### config.mk
export PLATFORM = sky130hd
export DESIGN_NAME = mul_block_n_flat
export DESIGN_NICKNAME = d
export VERILOG_FILES = /design/src/rtl/mul_block_pkg.sv /design/src/rtl/mul_block_n_if.sv /design/src/rtl/mul_rr_arbiter.sv /design/src/rtl/mul_block_n.sv /design/src/flat_wrapper.sv
export SDC_FILE = /design/constraint.sdc
export NUM_CORES = 1
export LEC_CHECK = 0
export ABC_CLOCK_PERIOD_IN_PS = 35000
export CELL_PAD_IN_SITES_DETAIL_PLACEMENT = 0
export CELL_PAD_IN_SITES_GLOBAL_PLACEMENT = 1
export CORE_MARGIN = 2
export CORE_UTILIZATION = 35
export DETAILED_ROUTE_END_ITERATION = 16
export PLACE_DENSITY_LB_ADDON = 0.3
export SLEW_MARGIN = 20
export SYNTH_ARGS = -nofsm -noshare
export SYNTH_HDL_FRONTEND = slang
export SYNTH_SLANG_ARGS = --single-unit
### constraint.sdc
create_clock -name clk -period 35 [get_ports clk]
set_input_delay 10.5 -clock clk [delete_from_list [all_inputs] [get_ports clk]]
set_output_delay 10.5 -clock clk [all_outputs]
set_load 0.1 [all_outputs]
### src/rtl/mul_block_pkg.sv
// rtl/mul_block_pkg.sv - shared types and scaling helper for the block-scaling multiplier
package mul_block_pkg;

  typedef enum logic {IDLE = 1'b0, WORK = 1'b1} state_t;

  localparam int CTX_COEF_W = 32;
  localparam int CTX_EXT_W  = 16;

  typedef struct packed {
    state_t                       state;
    logic signed [CTX_COEF_W-1:0] coeff;
    logic [CTX_EXT_W-1:0]         max;
    logic [CTX_EXT_W-1:0]         h;
    logic [CTX_EXT_W-1:0]         v;
  } ctx_t;

  // Round-half-up arithmetic shift, then clamp into a signed prod_w-bit range.
  function automatic logic signed [63:0] scale_sat(input logic signed [63:0] p,
                                                   input int shift, input int prod_w);
    logic signed [63:0] r;
    logic signed [63:0] hi;
    logic signed [63:0] lo;
    r = p;
    if (shift > 0) r = (p + (64'sd1 <<< (shift - 1))) >>> shift;
    hi = (64'sd1 <<< (prod_w - 1)) - 64'sd1;
    lo = -(64'sd1 <<< (prod_w - 1));
    if (r > hi) r = hi;
    else if (r < lo) r = lo;
    return r;
  endfunction

endpackage

### src/rtl/mul_block_n_if.sv
// rtl/mul_block_n_if.sv - first-word fall-through FIFO read/write port bundles
interface read_interface #(parameter int DW = 8, parameter int FLUX = 2);
  logic [DW-1:0]   dout;
  logic [FLUX-1:0] empty;
  logic [FLUX-1:0] read;
  modport actor (input dout, input empty, output read);
  modport fifo  (output dout, output empty, input read);
endinterface

interface write_interface #(parameter int DW = 8, parameter int FLUX = 2);
  logic [DW-1:0]   din;
  logic [FLUX-1:0] full;
  logic [FLUX-1:0] write;
  modport actor (output din, output write, input full);
  modport fifo  (input din, input write, output full);
endinterface

### src/rtl/mul_rr_arbiter.sv
// rtl/mul_rr_arbiter.sv - combinational round-robin grant starting after last
module mul_rr_arbiter #(
  parameter int FLUX  = 2,
  parameter int TAG_W = $clog2(FLUX)
) (
  input  logic [FLUX-1:0]  req,
  input  logic [TAG_W-1:0] last,
  output logic [FLUX-1:0]  grant,
  output logic [TAG_W-1:0] idx,
  output logic             valid
);

  logic [TAG_W-1:0] cand;

  // Walk from lowest to highest priority so the nearest requester after last wins.
  always_comb begin
    grant = '0;
    idx   = '0;
    valid = 1'b0;
    cand  = '0;
    for (int k = FLUX; k >= 1; k--) begin
      cand = TAG_W'((int'(last) + k) % FLUX);
      if (req[cand]) begin
        grant       = '0;
        grant[cand] = 1'b1;
        idx         = cand;
        valid       = 1'b1;
      end
    end
  end

endmodule

### src/rtl/mul_block_n.sv
// rtl/mul_block_n.sv - multi-flux block-scaling multiplier actor with round-robin service
module mul_block_n
  import mul_block_pkg::*;
#(
  parameter int FLUX     = 2,
  parameter int A_W      = 8,
  parameter int A_SIGNED = 0,
  parameter int COEF_W   = 9,
  parameter int EXT_W    = 7,
  parameter int SHIFT    = 0,
  parameter int PROD_W   = 18
) (
  input  logic            clk,
  input  logic            rst,
  read_interface.actor    read_port_opA,
  read_interface.actor    read_port_opB,
  read_interface.actor    read_port_ext_size,
  write_interface.actor   write_port_prod,
  output logic [FLUX-1:0] busy
);

  localparam int TAG_W = $clog2(FLUX);

  ctx_t                ctx [FLUX];
  logic [TAG_W-1:0]    last_served;
  logic [TAG_W-1:0]    sel;
  logic [FLUX-1:0]     req;
  logic [FLUX-1:0]     grant;
  logic                valid;
  logic                fire;
  logic                sel_work;
  logic signed [A_W:0] a_ext;
  logic signed [63:0]  p_full;
  logic signed [63:0]  p_scaled;
  logic [EXT_W-1:0]    n_in;

  always_comb begin
    req  = '0;
    busy = '0;
    for (int i = 0; i < FLUX; i++) begin
      busy[i] = (ctx[i].state == WORK);
      req[i]  = (ctx[i].state == IDLE)
              ? (!read_port_opB.empty[i] && !read_port_ext_size.empty[i])
              : (!read_port_opA.empty[i] && !write_port_prod.full[i]);
    end
  end

  mul_rr_arbiter #(.FLUX(FLUX), .TAG_W(TAG_W)) u_arb (
    .req   (req),
    .last  (last_served),
    .grant (grant),
    .idx   (sel),
    .valid (valid)
  );

  // Strobes are held low while reset is asserted even if FIFOs present data.
  always_comb begin
    fire     = valid && rst;
    sel_work = (ctx[sel].state == WORK);
    n_in     = read_port_ext_size.dout[EXT_W-1:0];
    read_port_opB.read      = (fire && !sel_work) ? grant : '0;
    read_port_ext_size.read = (fire && !sel_work) ? grant : '0;
    read_port_opA.read      = (fire && sel_work) ? grant : '0;
    write_port_prod.write   = (fire && sel_work) ? grant : '0;
    a_ext = (A_SIGNED != 0)
          ? signed'({read_port_opA.dout[A_W-1], read_port_opA.dout[A_W-1:0]})
          : signed'({1'b0, read_port_opA.dout[A_W-1:0]});
    p_full   = 64'(a_ext) * 64'(ctx[sel].coeff);
    p_scaled = scale_sat(p_full, SHIFT, PROD_W);
    write_port_prod.din = (fire && sel_work) ? {sel, p_scaled[PROD_W-1:0]} : '0;
  end

  always_ff @(posedge clk or negedge rst) begin
    if (!rst) begin
      for (int i = 0; i < FLUX; i++) ctx[i] <= '0;
      last_served <= TAG_W'(FLUX - 1);
    end else if (valid) begin
      last_served <= sel;
      if (!sel_work) begin
        ctx[sel].coeff <= CTX_COEF_W'(signed'(read_port_opB.dout[COEF_W-1:0]));
        ctx[sel].max   <= CTX_EXT_W'(n_in);
        ctx[sel].h     <= '0;
        ctx[sel].v     <= '0;
        ctx[sel].state <= (n_in != '0) ? WORK : IDLE;
      end else if (ctx[sel].h < ctx[sel].max - 1'b1) begin
        ctx[sel].h <= ctx[sel].h + 1'b1;
      end else if (ctx[sel].v < ctx[sel].max - 1'b1) begin
        ctx[sel].h <= '0;
        ctx[sel].v <= ctx[sel].v + 1'b1;
      end else begin
        ctx[sel].h     <= '0;
        ctx[sel].v     <= '0;
        ctx[sel].state <= IDLE;
      end
    end
  end

endmodule

### src/flat_wrapper.sv
// flat-port wrapper written by rule: the top's interface ports become plain ports
module mul_block_n_flat import mul_block_pkg::*;
#(
  parameter int FLUX     = 2,
  parameter int A_W      = 8,
  parameter int A_SIGNED = 0,
  parameter int COEF_W   = 9,
  parameter int EXT_W    = 7,
  parameter int SHIFT    = 0,
  parameter int PROD_W   = 18
)
  (clk, rst, busy, read_port_opA_dout, read_port_opA_empty, read_port_opA_read, read_port_opB_dout, read_port_opB_empty, read_port_opB_read, read_port_ext_size_dout, read_port_ext_size_empty, read_port_ext_size_read, write_port_prod_din, write_port_prod_write, write_port_prod_full);
  read_interface #(.DW(9), .FLUX(FLUX)) read_port_opA_i ();
  read_interface #(.DW(10), .FLUX(FLUX)) read_port_opB_i ();
  read_interface #(.DW(8), .FLUX(FLUX)) read_port_ext_size_i ();
  write_interface #(.DW(19), .FLUX(FLUX)) write_port_prod_i ();
  input  logic clk;
  input  logic rst;
  output logic [FLUX-1:0] busy;
  input wire logic [$bits(read_port_opA_i.dout)-1:0] read_port_opA_dout;
  input wire logic [$bits(read_port_opA_i.empty)-1:0] read_port_opA_empty;
  output wire logic [$bits(read_port_opA_i.read)-1:0] read_port_opA_read;
  input wire logic [$bits(read_port_opB_i.dout)-1:0] read_port_opB_dout;
  input wire logic [$bits(read_port_opB_i.empty)-1:0] read_port_opB_empty;
  output wire logic [$bits(read_port_opB_i.read)-1:0] read_port_opB_read;
  input wire logic [$bits(read_port_ext_size_i.dout)-1:0] read_port_ext_size_dout;
  input wire logic [$bits(read_port_ext_size_i.empty)-1:0] read_port_ext_size_empty;
  output wire logic [$bits(read_port_ext_size_i.read)-1:0] read_port_ext_size_read;
  output wire logic [$bits(write_port_prod_i.din)-1:0] write_port_prod_din;
  output wire logic [$bits(write_port_prod_i.write)-1:0] write_port_prod_write;
  input wire logic [$bits(write_port_prod_i.full)-1:0] write_port_prod_full;
  assign read_port_opA_i.dout = read_port_opA_dout;
  assign read_port_opA_i.empty = read_port_opA_empty;
  assign read_port_opA_read = read_port_opA_i.read;
  assign read_port_opB_i.dout = read_port_opB_dout;
  assign read_port_opB_i.empty = read_port_opB_empty;
  assign read_port_opB_read = read_port_opB_i.read;
  assign read_port_ext_size_i.dout = read_port_ext_size_dout;
  assign read_port_ext_size_i.empty = read_port_ext_size_empty;
  assign read_port_ext_size_read = read_port_ext_size_i.read;
  assign write_port_prod_din = write_port_prod_i.din;
  assign write_port_prod_write = write_port_prod_i.write;
  assign write_port_prod_i.full = write_port_prod_full;
  mul_block_n #(.FLUX(FLUX), .A_W(A_W), .A_SIGNED(A_SIGNED), .COEF_W(COEF_W), .EXT_W(EXT_W), .SHIFT(SHIFT), .PROD_W(PROD_W)) u_core (.clk(clk), .rst(rst), .read_port_opA(read_port_opA_i), .read_port_opB(read_port_opB_i), .read_port_ext_size(read_port_ext_size_i), .write_port_prod(write_port_prod_i), .busy(busy));
endmodule
### After elaboration in Yosys (flattened, before gate mapping)

Index checks and enable logic that the tools add are counted.

* bits in registers: 163
* output and inout port bits: 29
* logic and storage cells: 96

* add/sub/neg operators: 5
* $mul: 1
* $lt $le $gt $ge: 10
* muxes and demuxes: 48
* bitwise operators: 1
* reduce and logical (&&, ||, !) cells: 20

Operator list (count)
* $bwmux 162: 10
* $mux 162: 3
* $demux 81 s1: 5
* $mux 81: 4
* $mux 80: 1
* $mux 48: 1
* $gt 41x18->1 const B: 1
* $lt 41x18->1 const B: 1
* $mul 9x32->41: 1
* $mux 18: 2
* $add 16x1->16 const B: 2
* $lt 16x16->1: 2
* $mux 32: 1
* $mux 19: 1
* $mux 16: 1
* $sub 16x1->16 const B: 1
* $mux 1: 13
* $logic_and 1x1->1: 10
* $logic_not 1->1: 9
* $mux 2: 4
* $reduce_bool 7->1: 1
* $lt 1x2->1 const B: 2
* $add 1x1->1 const B: 2
* $demux 1 s1: 2
* 4 further kinds: 5

### Logic depth before layout (Yosys ltp)

Gate-level depths: netlist of the first run.

* word-level depth: 18
* mapped depth: 34
* mapped depth without buffers: 28

### Modules after synthesis

Synthesis of the first run repeated with hierarchy kept, for this count alone.

* cell total of the unflattened synthesis: 1049
* area total of the unflattened synthesis: 9581.7 um^2

Modules (own cells, without submodules)
* mul_block_n: instances 1, cells each 1044, area each 9549.2 um^2
* mul_rr_arbiter: instances 1, cells each 5, area each 32.5 um^2

### Worst setup path before layout of the first run

No wires, ideal clock.

* path kind: input -> output
* from: input read_port_ext_size_empty[0]
* to: output write_port_prod_din[5]
* data arrival time: 18271 ps
* required time: 24500 ps
* slack: 6229 ps
* stages on the path: 31
* buffers on the path: 5
* cells stage by stage: nor4b_2 -> a211o_1 -> buf_6 -> buf_2 -> buf_2 -> buf_2 -> nand2_1 -> nand2_1 -> nand2_1 -> fa_1 -> inv_1 -> fa_1 -> fa_1 -> inv_1 -> fa_1 -> inv_1 -> ha_1 -> o21a_1 -> o211ai_1 -> a31oi_1 -> o21ba_2 -> nor2b_1 -> nor2_1 -> a211o_1 -> fa_1 -> nand2_1 -> nor4_1 -> nand3_1 -> o31ai_2 -> buf_2 -> a21o_1

* longest elaborated chain between the ends: 16
* elaborated cells on any way between the ends: 23
* classes of those cells: mul (1); order compare (2); mux (15); bitwise (1); reduce/logical (4)

RTL lines
* start: declaration: RTL line flat_wrapper.sv:27 `input wire logic [$bits(read_port_ext_size_i.empty)-1:0] read_port_ext_size_empty;`
* $logic_not 1->1 (*): RTL line mul_block_n.sv:43 `? (!read_port_opB.empty[i] && !read_port_ext_size.empty[i])`
* $logic_and 1x1->1 (*): RTL line mul_block_n.sv:43
* $mux 1 (*): RTL line mul_block_n.sv:43
* $mux 1 (implied by the code) (2 in series): RTL line mul_rr_arbiter.sv:23 `if (req[cand]) begin`
* $mux 1 (2 in series): RTL line mul_rr_arbiter.sv:23
* $not 1->2 (implied by the code): RTL line mul_block_n.sv:59, mul_block_n.sv:68
* $mux 81 (implied by the code): RTL line mul_block_n.sv:68 `p_full = 64'(a_ext) * 64'(ctx[sel].coeff);`
* $mux 81 (2 in series)
* $mul 9x32->41: RTL line mul_block_n.sv:68
* $lt 41x18->1: RTL line mul_block_pkg.sv:28 `else if (r < lo) r = lo;`
* $mux 18: RTL line mul_block_pkg.sv:28
* $mux 18: RTL line mul_block_pkg.sv:27 `if (r > hi) r = hi;`
* $mux 19 (*): RTL line mul_block_n.sv:70 `write_port_prod.din = (fire && sel_work) ? {sel, p_scaled[PROD_W-1:0]} : '0;`
* end: declaration: RTL line flat_wrapper.sv:29 `output wire logic [$bits(write_port_prod_i.din)-1:0] write_port_prod_din;`

Mark *: on every way between the ends. The rest lies on a longest branch, timed or not. The select of a mux whose other input is x is not followed.

### Worst setup path in the final report of the first run

* from: input write_port_prod_full[1]
* to: output write_port_prod_din[6]

* longest elaborated chain between the ends: 16
* elaborated cells on any way between the ends: 23
* classes of those cells: mul (1); order compare (2); mux (15); bitwise (1); reduce/logical (4)

RTL lines
* start: declaration: RTL line flat_wrapper.sv:31 `input wire logic [$bits(write_port_prod_i.full)-1:0] write_port_prod_full;`
* $logic_not 1->1 (*): RTL line mul_block_n.sv:44 `: (!read_port_opA.empty[i] && !write_port_prod.full[i]);`
* $logic_and 1x1->1 (*): RTL line mul_block_n.sv:44
* $mux 1 (*): RTL line mul_block_n.sv:43
* $mux 1 (implied by the code) (2 in series): RTL line mul_rr_arbiter.sv:23
* $mux 1 (2 in series): RTL line mul_rr_arbiter.sv:23
* $not 1->2 (implied by the code): RTL line mul_block_n.sv:59, mul_block_n.sv:68
* $mux 81 (implied by the code): RTL line mul_block_n.sv:68
* $mux 81 (2 in series)
* $mul 9x32->41: RTL line mul_block_n.sv:68
* $lt 41x18->1: RTL line mul_block_pkg.sv:28
* $mux 18: RTL line mul_block_pkg.sv:28
* $mux 18: RTL line mul_block_pkg.sv:27
* $mux 19 (*): RTL line mul_block_n.sv:70

Marked as above.

==> results.cfg, run 1 <==
[outcome]
outcome = finished, final reports clean

[synth]
synth.distinct_cells = 69
synth_area_um2 = 9950
synth.avg_cell_area_um2 = 8.42
synth_seq_area_share_pct = 24.9
synthFlopType = dfrtp_1
synth_nets = 1360
synth-async-reset-ratio_pct = 100
synth-edff-count = 0
synth_seq_cells = 99
ys_warn_count = 0
synth_cells = 1182

[cells_and_area]
nFillCells = 2817
post-route-util_pct = 40.1
drive_gt1_share_pct = 5.89
syn_to_final_growth_pct = 12.3
final_nets = 1396
final_cells = 1601
antennaDiodeCount = 0

[detailed_routing]
drt_first_pass_iters = 7
drt-total-wl_um = 26100
wl_per_cell_um = 16.3
ant_nets = 0
viasPerCell = 5.18
vias = 8295
drc = 0
drt_iter0_markers = 583

[timing]
relSlewSlack_pct = 28.4
fin_tns_setup_ns = 0
finalCriticalPeriod_ns = 30.90
rsz0062_at_grt = no
min_period_over_period_pct = 88.3
fin_skew_ns = 0.00761
slew_violations = 0
fmax_mhz = 32.4
hold_ws_ns = 0.476
finalHoldViolations = 0
setup_violations = 0
worstMarginPinSlew_ns = 1.07

[setup_path]
cp-start-kind = input port
crit_arrival_ns = 20.40
crit_type = in2out
critPathBufInv = 6
crit_path_end_kind = output pin
critPathMaxFanout = 61
worstPathRequired_ns = 24.50
cpMostUsedCell = fa_1
slowest_delay_ns = 1.12
path_delay_family = adder cells
cp_slowest_cell = clkdlybuf4s50_1

[global_route]
grt_remaining_overflow = 0
grt_pass1_wl_um = 44700
grt_max_degree = 62
grt_pass1_vias = 8396
grtUsageTotal_pct = 18.3
antenna_found_initial = 0

[placement]
hpwlAfterDp_um = 20000
place_inst = 1585
numPortBuffers = 62
place_congestion = 0.808

[die]
dieArea_um2 = 29800
io_pins = 66
core_um2 = 27900
die_h_um = 173
start_util_pct = 35.7
rows = 61
die_w_um = 173

[clock_network]
cts-htree-levels = 3
ctsLongestPathBuffers = 2
path_clk_slew_ns = 0.07
clk_latency_ns = 0.35
cts-root-buf = clkbuf_16
cts_buffers = 9
postCtsSetupBuffers = 0
post_cts_resized = 0
holdBufCountCts = 0
cts_tree = yes
cts.sinks = 99

[job]
cap_violations = 0

[worst_hold_path]
hold_path_class = reg2reg
[layout make-up]
class,count,area (um^2),share of cell area [%]
multi-input cells,917,6800,60.8
flip-flops and latches,99,2480,22.2
repair buffers,75,716,6.40
well taps,378,473,4.23
inverters,116,435,3.89
clock buffers,11,243,2.17
clock inverters,5,37.5,0.336
[cell usage after synthesis (20+ instances only)]
master | count | area (um^2)
fa_1 | 60 | 1200
nor2_1 | 38 | 143
nand2_1 | 240 | 901
mux2i_1 | 23 | 230
o21ai_0 | 51 | 255
inv_1 | 116 | 435
and2_1 | 29 | 181
mux2_2 | 20 | 225
clkbuf_1 | 21 | 78.8
nor2b_1 | 25 | 156
a21oi_1 | 49 | 245
a22o_1 | 27 | 236
xnor2_1 | 21 | 184
nand3_1 | 47 | 235
dfrtp_1 | 98 | 2450
a21o_1 | 30 | 225
ha_1 | 81 | 1010
[cells in the final DEF, fill, tap and decap left out, drive strengths merged, types with 10 or more instances in the layout]
cell type and instances:
a21o 30, a21oi 49, a22o 27, and2 29, buf 14, clkbuf 11
clkdlybuf4s50 61, dfrtp 98, fa 60, ha 81, inv 117, mux2 21
mux2i 23, nand2 240, nand3 47, nand4 12, nor2 40, nor2b 25
nor3 21, o211ai 10, o21ai 55, o31ai 11, xnor2 21, xor2 19
[state kept, by name, indices dropped and copies added, names as in the netlist]
register and cells:
u_core.busy 2, u_core.ctx 96, u_core.last_served 1
[path summary, 6_finish.rpt]
check	start	endpoint	slack (ns)	cells after the start
setup / recovery	write_port_prod_full[1]	write_port_prod_din[6]	4.10	28
hold / removal	u_core.ctx[53]	u_core.ctx[53]	0.48	2
setup reg to reg	u_core.busy[0]	u_core.ctx[0]	28.16	18
hold reg to reg	u_core.ctx[53]	u_core.ctx[53]	0.48	2
max in group asynchronous	rst	u_core.ctx[135]	24.00	2
min in group asynchronous	rst	u_core.ctx[15]	10.06	1
[routing by layer]
layer | global-route usage, % | part of all wire (%) | routed length, um | vias to the layer above
li1 | - | - | - | 4069
met1 | 27.6 | 51 | 13400 | 4074
met2 | 28.6 | 45 | 11600 | 144
met3 | 2.59 | 3.7 | 958 | 8
met4 | 2.10 | 0.48 | 126 | 0
met5 | 0 | 0 | 0 | -
[through the flow]
stage / worst slack [ns] / cell area (um^2)
2_1_floorplan: 6.23 / 9950
3_3_place_gp: 3.72 / 10900
3_5_place_dp: 3.75 / 10900
4_1_cts: 3.71 / 11200
5_1_grt: 3.39 / 11200
6_report: 4.10 / 11200
[worst register-to-register path, cell delays in order (launching register included)]
cell	delay [ns]
dfrtp_1	0.57
nor4b_2	0.87
a211o_2	0.32
buf_4	0.45
mux2i_1	0.36
ha_1	0.23
o21a_1	0.16
o21a_1	0.32
inv_1	0.08
ha_1	0.27
inv_1	0.06
ha_1	0.21
a211oi_1	0.29
nor2_1	0.08
o311ai_0	0.89
o211ai_2	0.52
nand4_1	0.38
o21bai_2	0.41
mux2_2	0.29
[logic make-up (layout without fill, tap and decap cells)]
family / count (synthesis) / after routing / synth area share (%)
buf+inv: 166 / 207 / 6.94
flops: 99 / 99 / 24.9
mux: 44 / 44 / 4.73
fa+ha+maj: 141 / 141 / 22.3
compound gates: 234 / 234 / 16.1
xor+xnor: 40 / 40 / 3.52
simple gates: 458 / 458 / 21.5
Power of run 1 is not shown: default switching activity piles up to over one toggle a cycle in this logic, so the estimate is an artifact.
==> run 2, diff against run 1 <==
--- a/config.mk
+++ b/config.mk
@@ -8,6 +8,7 @@
 export ABC_CLOCK_PERIOD_IN_PS = 35000
 export CELL_PAD_IN_SITES_DETAIL_PLACEMENT = 0
 export CELL_PAD_IN_SITES_GLOBAL_PLACEMENT = 1
+export CORE_ASPECT_RATIO = 1.2
 export CORE_MARGIN = 2
 export CORE_UTILIZATION = 35
 export DETAILED_ROUTE_END_ITERATION = 16
==> run 2 against run 1 <==
  * Final area increased by 0.27%
  * Clock skew increased by 0.0078 ns
  * Worst hold slack about the same
  * Non-clock buffer count decreased by 1
  * Sequential share of layout area decreased by 0.059 points
  * Cell count unchanged
  * Sequential cell count unchanged
  * First-iteration DRC count decreased by 36%
  * Via count increased by 1.2%
  * Utilization about the same
  * Global-route usage increased by 0.99 points
==> results.cfg, run 2 (synthesis results as in run 1) <==
[clock_network]
cts_tree = yes
holdBufCountCts = 0
postCtsSetupBuffers = 0
cts-htree-levels = 3
cts.sinks = 99
ctsLongestPathBuffers = 2
path_clk_slew_ns = 0.08
cts-root-buf = clkbuf_16
cts_buffers = 9
post_cts_resized = 0
clk_latency_ns = 0.37

[cells_and_area]
syn_to_final_growth_pct = 12.6
largest-register = u_core.ctx
final_nets = 1395
final_cell_mix = 240 x nand2_1, 116 x inv_1, 98 x dfrtp_1
largest_reg_flops = 96
antennaDiodeCount = 0
final_common_cell = nand2_1
drive_gt1_share_pct = 5.89

[detailed_routing]
drt_iter0_markers = 373
drc = 0
vias = 8397
ant_nets = 0
drt_first_pass_iters = 5
viasPerCell = 5.24
wl_per_cell_um = 17.1
drt-total-wl_um = 27400

[setup_path]
crit_type = in2out
critPathMaxFanout = 48
crit_arrival_ns = 20.12
cp-start-kind = input port
r2r_setup_slack_ns = 27.70
crit_path_end_kind = output pin
worstPathRequired_ns = 24.50

[timing]
worstMarginPinSlew_ns = 1.07
fin_skew_ns = 0.0154
relSlewSlack_pct = 27.7
fmax_mhz = 32.7
slew_violations = 0
setup_violations = 0
fin_tns_setup_ns = 0
min_period_over_period_pct = 87.5
rsz0062_at_grt = no
finalCriticalPeriod_ns = 30.62
finalHoldViolations = 0

[global_route]
use_met1_pct = 24.7
antenna_found_initial = 0
grt_pass1_wl_um = 45300
grt_pass1_vias = 8529
use_met3_pct = 1.91
grt_remaining_overflow = 0
grtUsageTotal_pct = 19.3
grt_max_degree = 63
grt.met2_usage_pct = 34.3
grt-busiest-layer = met2

[die]
die_h_um = 189
core_um2 = 27900
io_pins = 66
rows = 67
dieArea_um2 = 29800
start_util_pct = 35.6
die_w_um = 158

[worst_hold_path]
hold_path_class = reg2reg

[job]
cap_violations = 0

[placement]
numPortBuffers = 62
place_congestion = 0.809
hpwlAfterDp_um = 20700

[outcome]
outcome = finished, final reports clean
## run 2: path summary, 6_finish.rpt
path / start / cells after the start / to
setup / recovery: write_port_prod_full[1] / 27 / write_port_prod_din[6]
hold / removal: u_core.ctx[110] / 1 / u_core.ctx[110]
setup reg to reg: u_core.busy[0] / 14 / u_core.ctx[0]
hold reg to reg: u_core.ctx[110] / 1 / u_core.ctx[110]
max in group asynchronous: rst / 3 / u_core.last_served
min in group asynchronous: rst / 2 / u_core.ctx[88]
## run 2: area by class of cell
class | instances | area [um^2]
clock buffers | 9 | 225
clock inverters | 7 | 91.3
fillers | 2820 | 16700
inverters | 116 | 435
multi-input cells | 917 | 6800
flip-flops and latches | 99 | 2480
well taps | 379 | 474
repair buffers | 74 | 708
## run 2: worst max-delay path, stage by stage
cell and delay, ns:
clkdlybuf4s50_1 0.39, or3b_1 0.55, a211oi_4 0.30, buf_4 0.53
mux2i_1 0.80, nor2b_1 0.15, fa_1 0.46, fa_1 0.54
inv_1 0.05, fa_1 0.46, fa_1 0.58, inv_1 0.06
ha_1 0.36, o211ai_1 0.18, a21o_1 0.13, a31oi_1 0.19
o21ba_2 0.27, nor2b_1 0.19, nor2_1 0.09, a211o_1 0.28
fa_1 0.51, nand2_1 0.06, nor4_1 0.27, nand3_1 0.20
o31ai_4 0.60, a31o_2 0.26, clkdlybuf4s50_1 1.13
## run 2: layer usage
| metal | wire length, um | up-vias |
|---|---|---|
| li1 | - | 4084 |
| met3 | 774 | 35 |
| met1 | 12100 | 4127 |
| met5 | 0 | - |
| met4 | 576 | 0 |
| met2 | 14000 | 151 |
## run 2: metrics by stage
| stage | utilization [%] | std cells | hold WS, ns | setup WS [ns] | instance area [um^2] |
|---|---|---|---|---|---|
| after floorplan | - | 1182 | 0.440 | 6.23 | 9950 |
| after global placement | 39.0 | 1585 | 0.458 | 4.12 | 10900 |
| after detailed placement | 39.0 | 1585 | 0.464 | 4.03 | 10900 |
| after CTS | 40.1 | 1601 | 0.477 | 4.00 | 11200 |
| after global routing | 40.2 | 1601 | 0.500 | 3.75 | 11200 |
| final | 40.2 | 1601 | 0.476 | 4.38 | 11200 |
Power of run 2 is left out for the same reason.
